--- src/rtl/imm_decode_stage_pkg.sv ---
// Shared RV32I definitions: base opcodes and the instruction-format encoding
// used by the decode stage and its immediate generator.
package rv32_pkg;

  localparam logic [6:0] OPC_LOAD   = 7'b0000011;
  localparam logic [6:0] OPC_OPIMM  = 7'b0010011;
  localparam logic [6:0] OPC_JALR   = 7'b1100111;
  localparam logic [6:0] OPC_FENCE  = 7'b0001111;
  localparam logic [6:0] OPC_SYSTEM = 7'b1110011;
  localparam logic [6:0] OPC_STORE  = 7'b0100011;
  localparam logic [6:0] OPC_BRANCH = 7'b1100011;
  localparam logic [6:0] OPC_LUI    = 7'b0110111;
  localparam logic [6:0] OPC_AUIPC  = 7'b0010111;
  localparam logic [6:0] OPC_JAL    = 7'b1101111;
  localparam logic [6:0] OPC_OP     = 7'b0110011;

  typedef enum logic [2:0] {
    FMT_R = 3'd0,
    FMT_I = 3'd1,
    FMT_S = 3'd2,
    FMT_B = 3'd3,
    FMT_U = 3'd4,
    FMT_J = 3'd5
  } fmt_e;

endpackage

--- src/rtl/imm_decode_stage_if.sv ---
// Fetch-to-execute bus of the immediate-decode stage. With IMM_RAW12_EN defined
// the raw 12-bit I/S immediate is carried as well.
interface imm_decode_stage_if #(
  parameter int XLEN = 32,
  parameter int PC_W = 32
) ();

  // valid/ready: a beat transfers on a rising edge where valid && ready are both 1;
  // once valid is raised the payload holds until ready is seen; flush overrides all.
  logic            in_valid;
  logic            in_ready;
  logic [31:0]     in_inst;
  logic [PC_W-1:0] in_pc;
  logic            flush;
  logic            out_valid;
  logic            out_ready;
  logic [PC_W-1:0] out_pc;
  logic [31:0]     out_inst;
  logic [XLEN-1:0] out_imm;
  logic [2:0]      out_fmt;
  logic            out_illegal;
`ifdef IMM_RAW12_EN
  logic [11:0]     out_imm12;
`endif

  modport master (
    output in_valid, in_inst, in_pc, flush, out_ready,
    input  in_ready, out_valid, out_pc, out_inst, out_imm, out_fmt, out_illegal
`ifdef IMM_RAW12_EN
    , input out_imm12
`endif
  );

  modport slave (
    input  in_valid, in_inst, in_pc, flush, out_ready,
    output in_ready, out_valid, out_pc, out_inst, out_imm, out_fmt, out_illegal
`ifdef IMM_RAW12_EN
    , output out_imm12
`endif
  );

endinterface

--- src/rtl/imm_decode_stage_imm_gen.sv ---
// Combinational RV32I format classifier and sign-extended immediate builder.
// With IMM_RAW12_EN defined it also emits the raw 12-bit I/S immediate.
module imm_gen
  import rv32_pkg::*;
(
  input  logic [31:0] inst,
  output fmt_e        fmt,
  output logic [31:0] imm,
`ifdef IMM_RAW12_EN
  output logic [11:0] imm12,
`endif
  output logic        illegal
);

  logic [6:0] opc;
  assign opc = inst[6:0];

  always_comb begin
    fmt     = FMT_R;
    imm     = 32'd0;
    illegal = 1'b0;
    case (opc)
      OPC_LOAD, OPC_OPIMM, OPC_JALR, OPC_FENCE, OPC_SYSTEM: begin
        fmt = FMT_I;
        imm = {{20{inst[31]}}, inst[31:20]};
      end
      OPC_STORE: begin
        fmt = FMT_S;
        imm = {{20{inst[31]}}, inst[31:25], inst[11:7]};
      end
      OPC_BRANCH: begin
        fmt = FMT_B;
        imm = {{19{inst[31]}}, inst[31], inst[7], inst[30:25], inst[11:8], 1'b0};
      end
      OPC_LUI, OPC_AUIPC: begin
        fmt = FMT_U;
        imm = {inst[31:12], 12'd0};
      end
      OPC_JAL: begin
        fmt = FMT_J;
        imm = {{11{inst[31]}}, inst[31], inst[19:12], inst[20], inst[30:21], 1'b0};
      end
      OPC_OP: fmt = FMT_R;
      default: illegal = 1'b1;
    endcase
  end

`ifdef IMM_RAW12_EN
  always_comb begin
    imm12 = 12'd0;
    if (fmt == FMT_I)      imm12 = inst[31:20];
    else if (fmt == FMT_S) imm12 = {inst[31:25], inst[11:7]};
  end
`endif

endmodule

--- src/rtl/imm_decode_stage.sv ---
// Registered immediate-decode stage: one output register behind a valid/ready
// handshake with flush. Optional IMM_RAW12_EN adds the registered out_imm12.
module imm_decode_stage
  import rv32_pkg::*;
#(
  parameter int XLEN = 32,
  parameter int PC_W = 32
) (
  input logic clk,
  input logic rst,
  imm_decode_stage_if.slave bus
);

  fmt_e        dec_fmt;
  logic [31:0] dec_imm;
  logic        dec_illegal;
`ifdef IMM_RAW12_EN
  logic [11:0] dec_imm12;
  logic [11:0] imm12_q;
`endif

  imm_gen u_imm_gen (
    .inst    (bus.in_inst),
    .fmt     (dec_fmt),
    .imm     (dec_imm),
`ifdef IMM_RAW12_EN
    .imm12   (dec_imm12),
`endif
    .illegal (dec_illegal)
  );

  logic            valid_q;
  logic [PC_W-1:0] pc_q;
  logic [31:0]     inst_q;
  logic [XLEN-1:0] imm_q;
  logic [2:0]      fmt_q;
  logic            illegal_q;
  logic            load;

  // The register frees up in the same cycle execute drains it.
  assign bus.in_ready = !valid_q || bus.out_ready;
  assign load         = bus.in_valid && bus.in_ready && !bus.flush;

  always_ff @(posedge clk or posedge rst) begin
    if (rst) begin
      valid_q   <= 1'b0;
      pc_q      <= '0;
      inst_q    <= '0;
      imm_q     <= '0;
      fmt_q     <= '0;
      illegal_q <= 1'b0;
`ifdef IMM_RAW12_EN
      imm12_q   <= '0;
`endif
    end else begin
      if (bus.flush)          valid_q <= 1'b0;
      else if (load)          valid_q <= 1'b1;
      else if (bus.out_ready) valid_q <= 1'b0;

      if (load) begin
        pc_q      <= bus.in_pc;
        inst_q    <= bus.in_inst;
        imm_q     <= dec_imm;
        fmt_q     <= dec_fmt;
        illegal_q <= dec_illegal;
`ifdef IMM_RAW12_EN
        imm12_q   <= dec_imm12;
`endif
      end
    end
  end

  assign bus.out_valid   = valid_q;
  assign bus.out_pc      = pc_q;
  assign bus.out_inst    = inst_q;
  assign bus.out_imm     = imm_q;
  assign bus.out_fmt     = fmt_q;
  assign bus.out_illegal = illegal_q;
`ifdef IMM_RAW12_EN
  assign bus.out_imm12   = imm12_q;
`endif

endmodule

--- src/flat_wrapper.sv ---
// flat-port wrapper written by rule: the top's interface ports become plain ports
module imm_decode_stage_flat import rv32_pkg::*;
#(
  parameter int XLEN = 32,
  parameter int PC_W = 32
)
  (clk, rst, bus_in_valid, bus_in_inst, bus_in_pc, bus_flush, bus_out_ready, bus_in_ready, bus_out_valid, bus_out_pc, bus_out_inst, bus_out_imm, bus_out_fmt, bus_out_illegal);
  imm_decode_stage_if #(.XLEN(XLEN), .PC_W(PC_W)) bus_i ();
  input logic clk;
  input logic rst;
  input wire logic [$bits(bus_i.in_valid)-1:0] bus_in_valid;
  input wire logic [$bits(bus_i.in_inst)-1:0] bus_in_inst;
  input wire logic [$bits(bus_i.in_pc)-1:0] bus_in_pc;
  input wire logic [$bits(bus_i.flush)-1:0] bus_flush;
  input wire logic [$bits(bus_i.out_ready)-1:0] bus_out_ready;
  output wire logic [$bits(bus_i.in_ready)-1:0] bus_in_ready;
  output wire logic [$bits(bus_i.out_valid)-1:0] bus_out_valid;
  output wire logic [$bits(bus_i.out_pc)-1:0] bus_out_pc;
  output wire logic [$bits(bus_i.out_inst)-1:0] bus_out_inst;
  output wire logic [$bits(bus_i.out_imm)-1:0] bus_out_imm;
  output wire logic [$bits(bus_i.out_fmt)-1:0] bus_out_fmt;
  output wire logic [$bits(bus_i.out_illegal)-1:0] bus_out_illegal;
  assign bus_i.in_valid = bus_in_valid;
  assign bus_i.in_inst = bus_in_inst;
  assign bus_i.in_pc = bus_in_pc;
  assign bus_i.flush = bus_flush;
  assign bus_i.out_ready = bus_out_ready;
  assign bus_in_ready = bus_i.in_ready;
  assign bus_out_valid = bus_i.out_valid;
  assign bus_out_pc = bus_i.out_pc;
  assign bus_out_inst = bus_i.out_inst;
  assign bus_out_imm = bus_i.out_imm;
  assign bus_out_fmt = bus_i.out_fmt;
  assign bus_out_illegal = bus_i.out_illegal;
  imm_decode_stage #(.XLEN(XLEN), .PC_W(PC_W)) u_core (.clk(clk), .rst(rst), .bus(bus_i));
endmodule
--- config.mk ---
export PLATFORM = sky130hd
export DESIGN_NAME = imm_decode_stage_flat
export DESIGN_NICKNAME = d
export VERILOG_FILES = /design/src/rtl/imm_decode_stage_pkg.sv /design/src/rtl/imm_decode_stage_if.sv /design/src/rtl/imm_decode_stage_imm_gen.sv /design/src/rtl/imm_decode_stage.sv /design/src/flat_wrapper.sv
export SDC_FILE = /design/constraint.sdc
export NUM_CORES = 1
export LEC_CHECK = 0
export ABC_AREA = 1
export CAP_MARGIN = 10
export CORE_UTILIZATION = 35
export DETAILED_ROUTE_END_ITERATION = 6
export DONT_BUFFER_PORTS = 1
export PLACE_DENSITY = 0.52
export REMOVE_ABC_BUFFERS = 1
export SLEW_MARGIN = 10
export SYNTH_ARGS = -nofsm -noshare
export SYNTH_HDL_FRONTEND = slang
export SYNTH_HIERARCHICAL = 1
export SYNTH_SLANG_ARGS = --single-unit
--- constraint.sdc ---
create_clock -name clk -period 5.6 [get_ports clk]
set_input_delay 1.12 -clock clk [delete_from_list [all_inputs] [get_ports clk]]
set_output_delay 1.12 -clock clk [all_outputs]
set_load 0.01 [all_outputs]
==> out/summary.txt, run 1 <==
Critical Path AT: 3.21 ns
Pwr/cell area: 326.3 nW/um^2
Fmax: 336.2 MHz
Clock network fraction of design power: 39.9%
Netlist cell types: 21
Layout net count: 671
Hold path depth: 2
Hold WC Path Type: flip-flop to flip-flop
Yosys top cell area share: 49.29%
Rel. slew slack: 27.17%
Critical path peak fanout: 100
Switch share: 27.75%
Number of global-route vias before repair: 3840
Unrepaired setup endpoints after global routing: false
WL per Instance: 16.43 microns
Drt drc: 0
Cell with the most instances after synthesis: nand2_1
# hold bufs at CTS: 0
# rows: 43
Internal power: 1271 uW
Area added between synthesis and finish: 5.149%
Post-CTS Setup Bufs: 0
Core area: 14100 sq um
GP Congestion: 0.7092
Die width: 123.0 microns
Die area: 15140 sq um
Worst slew pin tran: 1.093 ns
Layout cells sized above 1: 12.03%
# Max-Cap Violations: 0
Final setup viols: 0
Clock Latency Late Sink: 0.35 ns
Worst EP required: 5.83 ns
Crit Path Class: input pin to flip-flop
CTS tree: built
Clk slew on worst S/H paths: 0.07 ns
Port bufs: 0
Gate power share: 8.8%
Yosys reg bits: 101
Worst setup SP type: input pin
Synth top area cells: dfrtp_1 (49%), nand2_1 (19%), nand3_1 (10%)
VDD IR max: 0.1632 mV
Initial drt markers: 165
Seq/Total Area, Yosys: 49.29%
Fin crit share: 53.11%
Grt total ovfl: 0
Max-slew violations: 0
Post-synth ARST share: 100.0%
Pleak: 0.002997 uW
Status: finished clean
Antenna violations before repair: 0
EDFF count, synth: 0
DR vias/cell: 5.099
Largest net degree at the start of global routing: 101
Syn Area/Cell: 8.165 sq um
Post-Syn Area: 5127 sq um
Leading cell types by count after synthesis: nand2_1 (264), nand3_1 (102), dfrtp_1 (101)
Io pins: 171
Post_cts resized: 0
Worst Reg-to-Reg Cells: 4
Worst Skew: 0.007975 ns
Clock sink total: 101
Post-route cell area: 5391 sq um
Reg power frac: 51.3%
Setup TNS Final: 0 ns
Synth warn: 6
DR pass1 iterations: 5
First-pass GRT wire length: 20.06 mm
Area leader, netlist: dfrtp_1
Die H: 123.0 microns
Antenna diode count: 0
Net Sw Power: 488.1 uW
CP endpoint kind: flip-flop
Final Hold Vio Count: 0
Detailed placement HPWL: 8.125 mm
Num CTS Buffers: 9
Clock Tree Buf Depth: 2
Min Tclk post-route: 2.974 ns
Root buffer cell: clkbuf_16
Commonest register cell after synthesis: dfrtp_1
CTS H-tree depth: 3
Synth Instances: 628
Detailed Route WL: 12.93 mm
Final antenna-violating net count: 0
GRT Overall Usage: 17.46%
Initial core utilization: 36.37%
Cell Area, Placed: 5057 sq um
Vias: 4013
## metal layers
layer / track usage [%] / part of all wire [%]
met5: 0 / 0
met4: 7.907 / 2.2
met3: 7.196 / 11
met2: 26.93 / 44
met1: 21.25 / 42
## layout make-up
type                       instances  area (sq um)
multi-input combinational        466          2201
clock inverter                     5         81.33
sequential                       101          2527
timing repair buffer               3         22.52
tap                              180         225.2
clock buffer                      11         252.7
inverter                          21         81.33
fill                            1462          8705
## power groups by stage
stage / clock [uW] / combinational (uW) / sequential, uW
after floorplan: 0 / 124 / 899
after global placement: 0 / 152 / 917
after detailed placement: 0 / 160 / 917
after CTS: 727 / 159 / 904
after global routing: 753 / 183 / 915
final: 701 / 155 / 902
## worst paths after layout
path / end / slack, ns / startpoint
setup / recovery: u_core/bus.out_pc[18] / 2.63 / bus_in_valid
hold / removal: u_core/bus.out_inst[30] / 0.54 / u_core/bus.out_inst[30]
setup reg to reg: u_core/bus.out_pc[18] / 3.25 / u_core/bus.out_valid
hold reg to reg: u_core/bus.out_inst[30] / 0.54 / u_core/bus.out_inst[30]
max in group asynchronous: u_core/bus.out_pc[19] / 3.76 / rst
min in group asynchronous: u_core/bus.out_pc[20] / 0.79 / rst
## sequential cells by signal, summed over array words and instances (netlist names)
| name | count |
|---|---|
| u_core/bus.out_illegal | 1 |
| u_core/bus.out_pc | 32 |
| u_core/bus.out_inst | 32 |
| u_core/bus.out_imm | 32 |
| u_core/bus.out_fmt | 3 |
| u_core/bus.out_valid | 1 |
## metrics by stage
| stage | setup WS (ns) | util [%] | instances | hold WS (ns) | power, uW |
|---|---|---|---|---|---|
| floorplan | 1.495 | - | 588 | 0.5086 | 1023 |
| global placement | 2.343 | 35.88 | 771 | 0.5227 | 1070 |
| detailed placement | 2.293 | 35.88 | 771 | 0.5256 | 1077 |
| CTS | 2.664 | 38.25 | 787 | 0.5435 | 1791 |
| global route | 2.456 | 38.25 | 787 | 0.5536 | 1851 |
| finish | 2.626 | 38.25 | 787 | 0.5392 | 1759 |
## logic make-up after synthesis
family	synth area share, %
AO/OA/AOI/OAI	0.1950
AND/OR/NAND/NOR	42.53
buffers and inverters	7.979
flip-flops	49.29
## worst max-delay path: stages
cell,delay (ns)
inv_2,0.03
nor2_4,0.76
nand2_4,0.84
nand2_1,0.26
nand2_1,0.07
## layout by cell type (no fill, tap or decap)
cell type,count
dfrtp_1,101
nand3b_4,1
a21oi_1,1
nor2_1,47
inv_6,1
inv_2,3
inv_1,17
nand3_2,35
clkinv_2,1
clkinvlp_4,1
nand2_4,4
buf_4,3
nand2_2,4
clkbuf_16,9
nand3_1,102
bufinv_16,2
clkbuf_8,2
nand2_1,264
nor2_2,2
o21ai_0,1
nor2_4,3
nor2_8,1
inv_4,1
nor4_1,1
No activity file was read; power rests on OpenSTA's default activity.
==> run 2, diff against run 1 <==
PLACE_DENSITY = 0.54   (was 0.52)
clock period = 2.6 ns   (was 5.6 ns; I/O delays follow)
==> out/summary.txt, run 2 (synthesis results as in run 1) <==
Status: finished clean (unchanged)
Io pins: 171 (unchanged)
Detailed Route WL: 12.84 mm (was 12.93 mm)
Setup TNS Final: 0 ns (unchanged)
Die H: 123.0 microns (unchanged)
Number of global-route vias before repair: 3829 (was 3840)
Worst Skew: 0.007650 ns (was 0.007975 ns)
Port bufs: 0 (unchanged)
Post-route cell area: 5450 sq um (was 5391 sq um)
Crit Path Class: input pin to flip-flop (unchanged)
Initial core utilization: 36.37% (unchanged)
Largest net degree at the start of global routing: 102 (was 101)
Post-CTS Setup Bufs: 0 (unchanged)
Worst setup SP type: input pin (unchanged)
Post_cts resized: 0 (unchanged)
Worst EP required: 2.89 ns (was 5.83 ns)
Layout net count: 676 (was 671)
Layout cells sized above 1: 12.75% (was 12.03%)
Final Util: 38.67% (was 38.25%)
Pleak: 0.003032 uW (was 0.002997 uW)
Final setup viols: 0 (unchanged)
GRT Overall Usage: 17.19% (was 17.46%)
# rows: 43 (unchanged)
Die width: 123.0 microns (unchanged)
# Max-Cap Violations: 0 (unchanged)
Critical Path AT: 1.92 ns (was 3.21 ns)
Worst slew pin tran: 0.5455 ns (was 1.093 ns)
DR vias/cell: 5.008 (was 5.099)
Area added between synthesis and finish: 6.296% (was 5.149%)
Fin crit share: 62.97%
Pwr/cell area: 677.3 nW/um^2 (was 326.3 nW/um^2)
Clock sink total: 101 (unchanged)
Final antenna-violating net count: 0 (unchanged)
Power, Total: 3691 uW (was 1759 uW)
GP Congestion: 0.6759 (was 0.7092)
CP endpoint kind: flip-flop (unchanged)
Min Tclk post-route: 1.637 ns
Storage element area: 2527 sq um (unchanged)
Clk slew on worst S/H paths: 0.07 ns (about the same)
Max-slew violations: 0 (unchanged)
Grt total ovfl: 0 (unchanged)
DR pass1 iterations: 4 (was 5)
Antenna diode count: 0 (unchanged)
Rel. slew slack: 63.64% (was 27.17%)
Die area: 15140 sq um (unchanged)
Clock Latency Late Sink: 0.35 ns (about the same)
Initial drt markers: 184 (was 165)
Drt drc: 0 (unchanged)
Hold WC Path Type: input pin to asynchronous set/reset pin (was flip-flop to flip-flop)
Unrepaired setup endpoints after global routing: false (unchanged)
Final Hold Vio Count: 0 (unchanged)
Detailed placement HPWL: 8.518 mm (was 8.125 mm)
Critical path peak fanout: 21 (was 100)
Most common cell after layout, fill and taps aside: nand2_1 (unchanged)
CTS tree: built (unchanged)
# hold bufs at CTS: 0 (unchanged)
Root buffer cell: clkbuf_16 (unchanged)
WL per Instance: 16.21 microns (was 16.43 microns)
CTS H-tree depth: 3 (unchanged)
Fmax: 610.8 MHz
Vias: 3966 (was 4013)
Cell Area, Placed: 5145 sq um (was 5057 sq um)
Multi-input logic area: 2201 sq um (unchanged)
Commonest cells after routing, fill and taps aside: nand2_1 (264), nand3_1 (102), dfrtp_1 (101) (unchanged)
Num CTS Buffers: 9 (unchanged)
Clock Tree Buf Depth: 2 (unchanged)
First-pass GRT wire length: 19.80 mm (was 20.06 mm)
VDD IR max: 0.2818 mV (was 0.1632 mV)
Fillers: 1452 (was 1462)
Antenna violations before repair: 0 (unchanged)
Core area: 14100 sq um (unchanged)
-- run 2: layout make-up --
cell class              count  share of cell area, %
inverters                  21                  1.492
clock inverters             6                  1.217
clock buffers              10                  4.385
well taps                 180                  4.132
multi-input cells         466                  40.38
repair buffers              8                  2.020
flip-flops and latches    101                  46.37
-- run 2: per-stage QoR --
step	hold WS (ns)	worst slack, ns	instances
2_1_floorplan	0.5086	-0.9054	588
3_3_place_gp	0.4648	0.6313	776
3_5_place_dp	0.4811	0.5775	776
4_1_cts	0.08978	0.9563	792
5_1_grt	0.1178	0.8344	792
6_report	0.08380	0.9628	792
-- run 2: report_power, final --
group / total, uW / switching (uW) / internal, uW
clock network: 1400 / 618 / 780
registers: 1940 / 204 / 1740
logic: 350 / 239 / 111
total: 3690 / 1060 / 2630
-- run 2: path summary, 6_finish.rpt --
check                                      start                      end  slack, ns  cells past startpoint
max                               bus_in_inst[4]   u_core/bus.out_imm[19]       0.96                      9
min                                          rst    u_core/bus.out_pc[29]       0.08                      1
max reg2reg                 u_core/bus.out_valid  u_core/bus.out_inst[27]       1.10                      5
min reg2reg                u_core/bus.out_pc[11]    u_core/bus.out_pc[11]       0.54                      2
max in group asynchronous                    rst     u_core/bus.out_pc[6]       1.83                      2
min in group clk                       bus_flush     u_core/bus.out_valid       0.22                      1
-- run 2: metal layers --
metal	vias to the layer above	track usage [%]	wire length [microns]
met4	0	6.928	210
met5	-	0	0
li1	1938	-	-
met3	17	6.919	1346
met2	152	27.56	5953
met1	1859	20.50	5326
-- run 2: critical path, stage by stage --
cell and delay [ns]:
inv_2 0.07, nand2_4 0.09, nor2_8 0.22, nand2_2 0.10
nand3_2 0.22, nand2_2 0.34, nand3_1 0.19, nand3_2 0.08
nand2_1 0.09
==> run 3, diff against run 2 <==
PLACE_DENSITY = 0.52   (was 0.54)
clock period = 1.6 ns   (was 2.6 ns; I/O delays follow)
==> out/summary.txt, run 3 (synthesis results as in run 1) <==
Fmax: 656.1 MHz
Initial core utilization: 36.37% (unchanged)
CP endpoint: bus_in_ready (was u_core/bus.out_imm[19])
# Max-Cap Violations: 0 (unchanged)
Critical Path AT: 1.20 ns (was 1.92 ns)
Clk slew on worst S/H paths: 0.08 ns (was 0.07 ns)
Clock sink total: 101 (unchanged)
Worst r2r src: u_core/bus.out_valid (unchanged)
Multi-input logic area: 2201 sq um (unchanged)
Grt total ovfl: 0 (unchanged)
Critical path peak fanout: 11 (was 21)
Reg2Reg Setup Slack: 0.32 ns (was 1.10 ns)
Worst slew pin tran: 0.5629 ns (was 0.5455 ns)
Worst hold slack: 0.02073 ns (was 0.08380 ns)
Num CTS Buffers: 9 (unchanged)
Storage element area: 2527 sq um (unchanged)
Antenna diode count: 0 (unchanged)
CP peak stage delay: 0.45 ns (was 0.34 ns)
Worst Reg-to-Reg Cells: 5 (unchanged)
Final setup viols: 0 (unchanged)
First-pass GRT wire length: 20.73 mm (was 19.80 mm)
Largest net degree at the start of global routing: 76 (was 102)
Antenna violations before repair: 0 (unchanged)
Crit Path Class: flip-flop to primary output (was input pin to flip-flop)
Post-CTS Setup Bufs: 0 (unchanged)
Pleak: 0.003085 uW (was 0.003032 uW)
VDD IR max: 0.5933 mV (was 0.2818 mV)
Fin crit share: 95.27%
Die H: 123.0 microns (unchanged)
Pre-CTS setup slack: 0.1094 ns (was 0.5775 ns)
Fillers: 1411 (was 1452)
CTS H-tree depth: 3 (unchanged)
Vias: 3941 (was 3966)
GRT Overall Usage: 18.09% (was 17.19%)
Power, Total: 6019 uW (was 3691 uW)
Post_cts resized: 0 (unchanged)
Final antenna-violating net count: 0 (unchanged)
Core area: 14100 sq um (unchanged)
Pwr/cell area: 1083 nW/um^2 (was 677.3 nW/um^2)
GP Congestion: 0.7247 (was 0.6759)
Clock Tree Buf Depth: 2 (unchanged)
# hold bufs at CTS: 1 (was 0)
Die width: 123.0 microns (unchanged)
Area added between synthesis and finish: 8.419% (was 6.296%)
Layout cells sized above 1: 13.85% (was 12.75%)
DR pass1 iterations: 4 (unchanged)
Root buffer cell: clkbuf_16 (unchanged)
Rel. slew slack: 62.43% (was 63.64%)
Final setup margin: 0.07575 ns (was 0.9628 ns)
Port bufs: 0 (unchanged)
R2r endpoint: u_core/bus.out_pc[12] (was u_core/bus.out_inst[27])
Io pins: 171 (unchanged)
Critical path launch point: u_core/bus.out_valid (was bus_in_inst[4])
CTS tree: built (unchanged)
Drt drc: 0 (unchanged)
Worst setup SP type: flip-flop (was input pin)
Worst Skew: 0.008404 ns (was 0.007650 ns)
WL per Instance: 16.48 microns (was 16.21 microns)
DR vias/cell: 4.920 (was 5.008)
Commonest cells after routing, fill and taps aside: nand2_1 (264), nand3_1 (102), dfrtp_1 (101) (unchanged)
Unrepaired setup endpoints after global routing: false (unchanged)
Final Hold Vio Count: 0 (unchanged)
Detailed Route WL: 13.20 mm (was 12.84 mm)
CP endpoint kind: primary output (was flip-flop)
# rows: 43 (unchanged)
Min Tclk post-route: 1.524 ns
Status: finished clean (unchanged)
Slowest stage cell on the critical path: dfrtp_1 (was nand2_2)
Hold WC Path Type: input pin to flip-flop (was input pin to asynchronous set/reset pin)
Initial drt markers: 214 (was 184)
Layout net count: 685 (was 676)
Most common cell after layout, fill and taps aside: nand2_1 (unchanged)
Number of global-route vias before repair: 3970 (was 3829)
Max-slew violations: 0 (unchanged)
Worst EP required: 1.28 ns (was 2.89 ns)
Die area: 15140 sq um (unchanged)
CP cell instances: nand2_4, buf_4 (was inv_2, nand2_4, nor2_8, nand2_2, nand3_2, nand2_2, nand3_1, nand3_2, nand2_1)
Clock Latency Late Sink: 0.35 ns (about the same)
Detailed placement HPWL: 8.766 mm (was 8.518 mm)
## run 3: worst min-delay path by stage
stage	startpoint	to	slack [ns]	cells past startpoint
after floorplan	bus_flush	u_core/bus.out_valid	0.38	1
after global placement	rst	u_core/bus.out_pc[14]	0.23	1
after detailed placement	rst	u_core/bus.out_pc[14]	0.25	1
after CTS	bus_flush	u_core/bus.out_valid	0.001	1
after global routing	bus_flush	u_core/bus.out_valid	0.01	1
final	bus_flush	u_core/bus.out_valid	0.02	1
## run 3: critical path: cells and delay by family, from the launching register on
family | cells | cell delay, ns
buffers and inverters | 1 | 0.24
flip-flops | 1 | 0.45
AND/OR/NAND/NOR | 1 | 0.16
## run 3: layer usage
metal	vias to the layer above	GRT usage (%)	wire length, microns
met5	-	0	0
met4	0	4.970	97
met3	7	6.873	1235
met2	140	29.07	6037
met1	1830	22.67	5834
li1	1964	-	-
## run 3: power by group
group          total (uW)  internal, uW  switching (uW)
combinational         597           198             399
clock                2260          1240            1030
sequential           3160          2830             333
total                6020          4260            1760
## run 3: area by class of cell
cell class | instances | share of cell area, %
flip-flops and latches | 101 | 45.46
multi-input cells | 466 | 39.59
clock buffers | 9 | 4.051
well taps | 180 | 4.051
repair buffers | 17 | 3.916
clock inverters | 7 | 1.463
inverters | 21 | 1.463
## run 3: through the flow
step / cell area, sq um / util, % / std cells / setup TNS (ns)
after floorplan: 4797 / - / 588 / -309.25
after CTS: 5559 / 39.44 / 801 / 0
final: 5559 / 39.44 / 801 / 0
after global routing: 5559 / 39.44 / 801 / 0
after detailed placement: 5243 / 37.19 / 784 / 0
after global placement: 5243 / 37.19 / 784 / 0
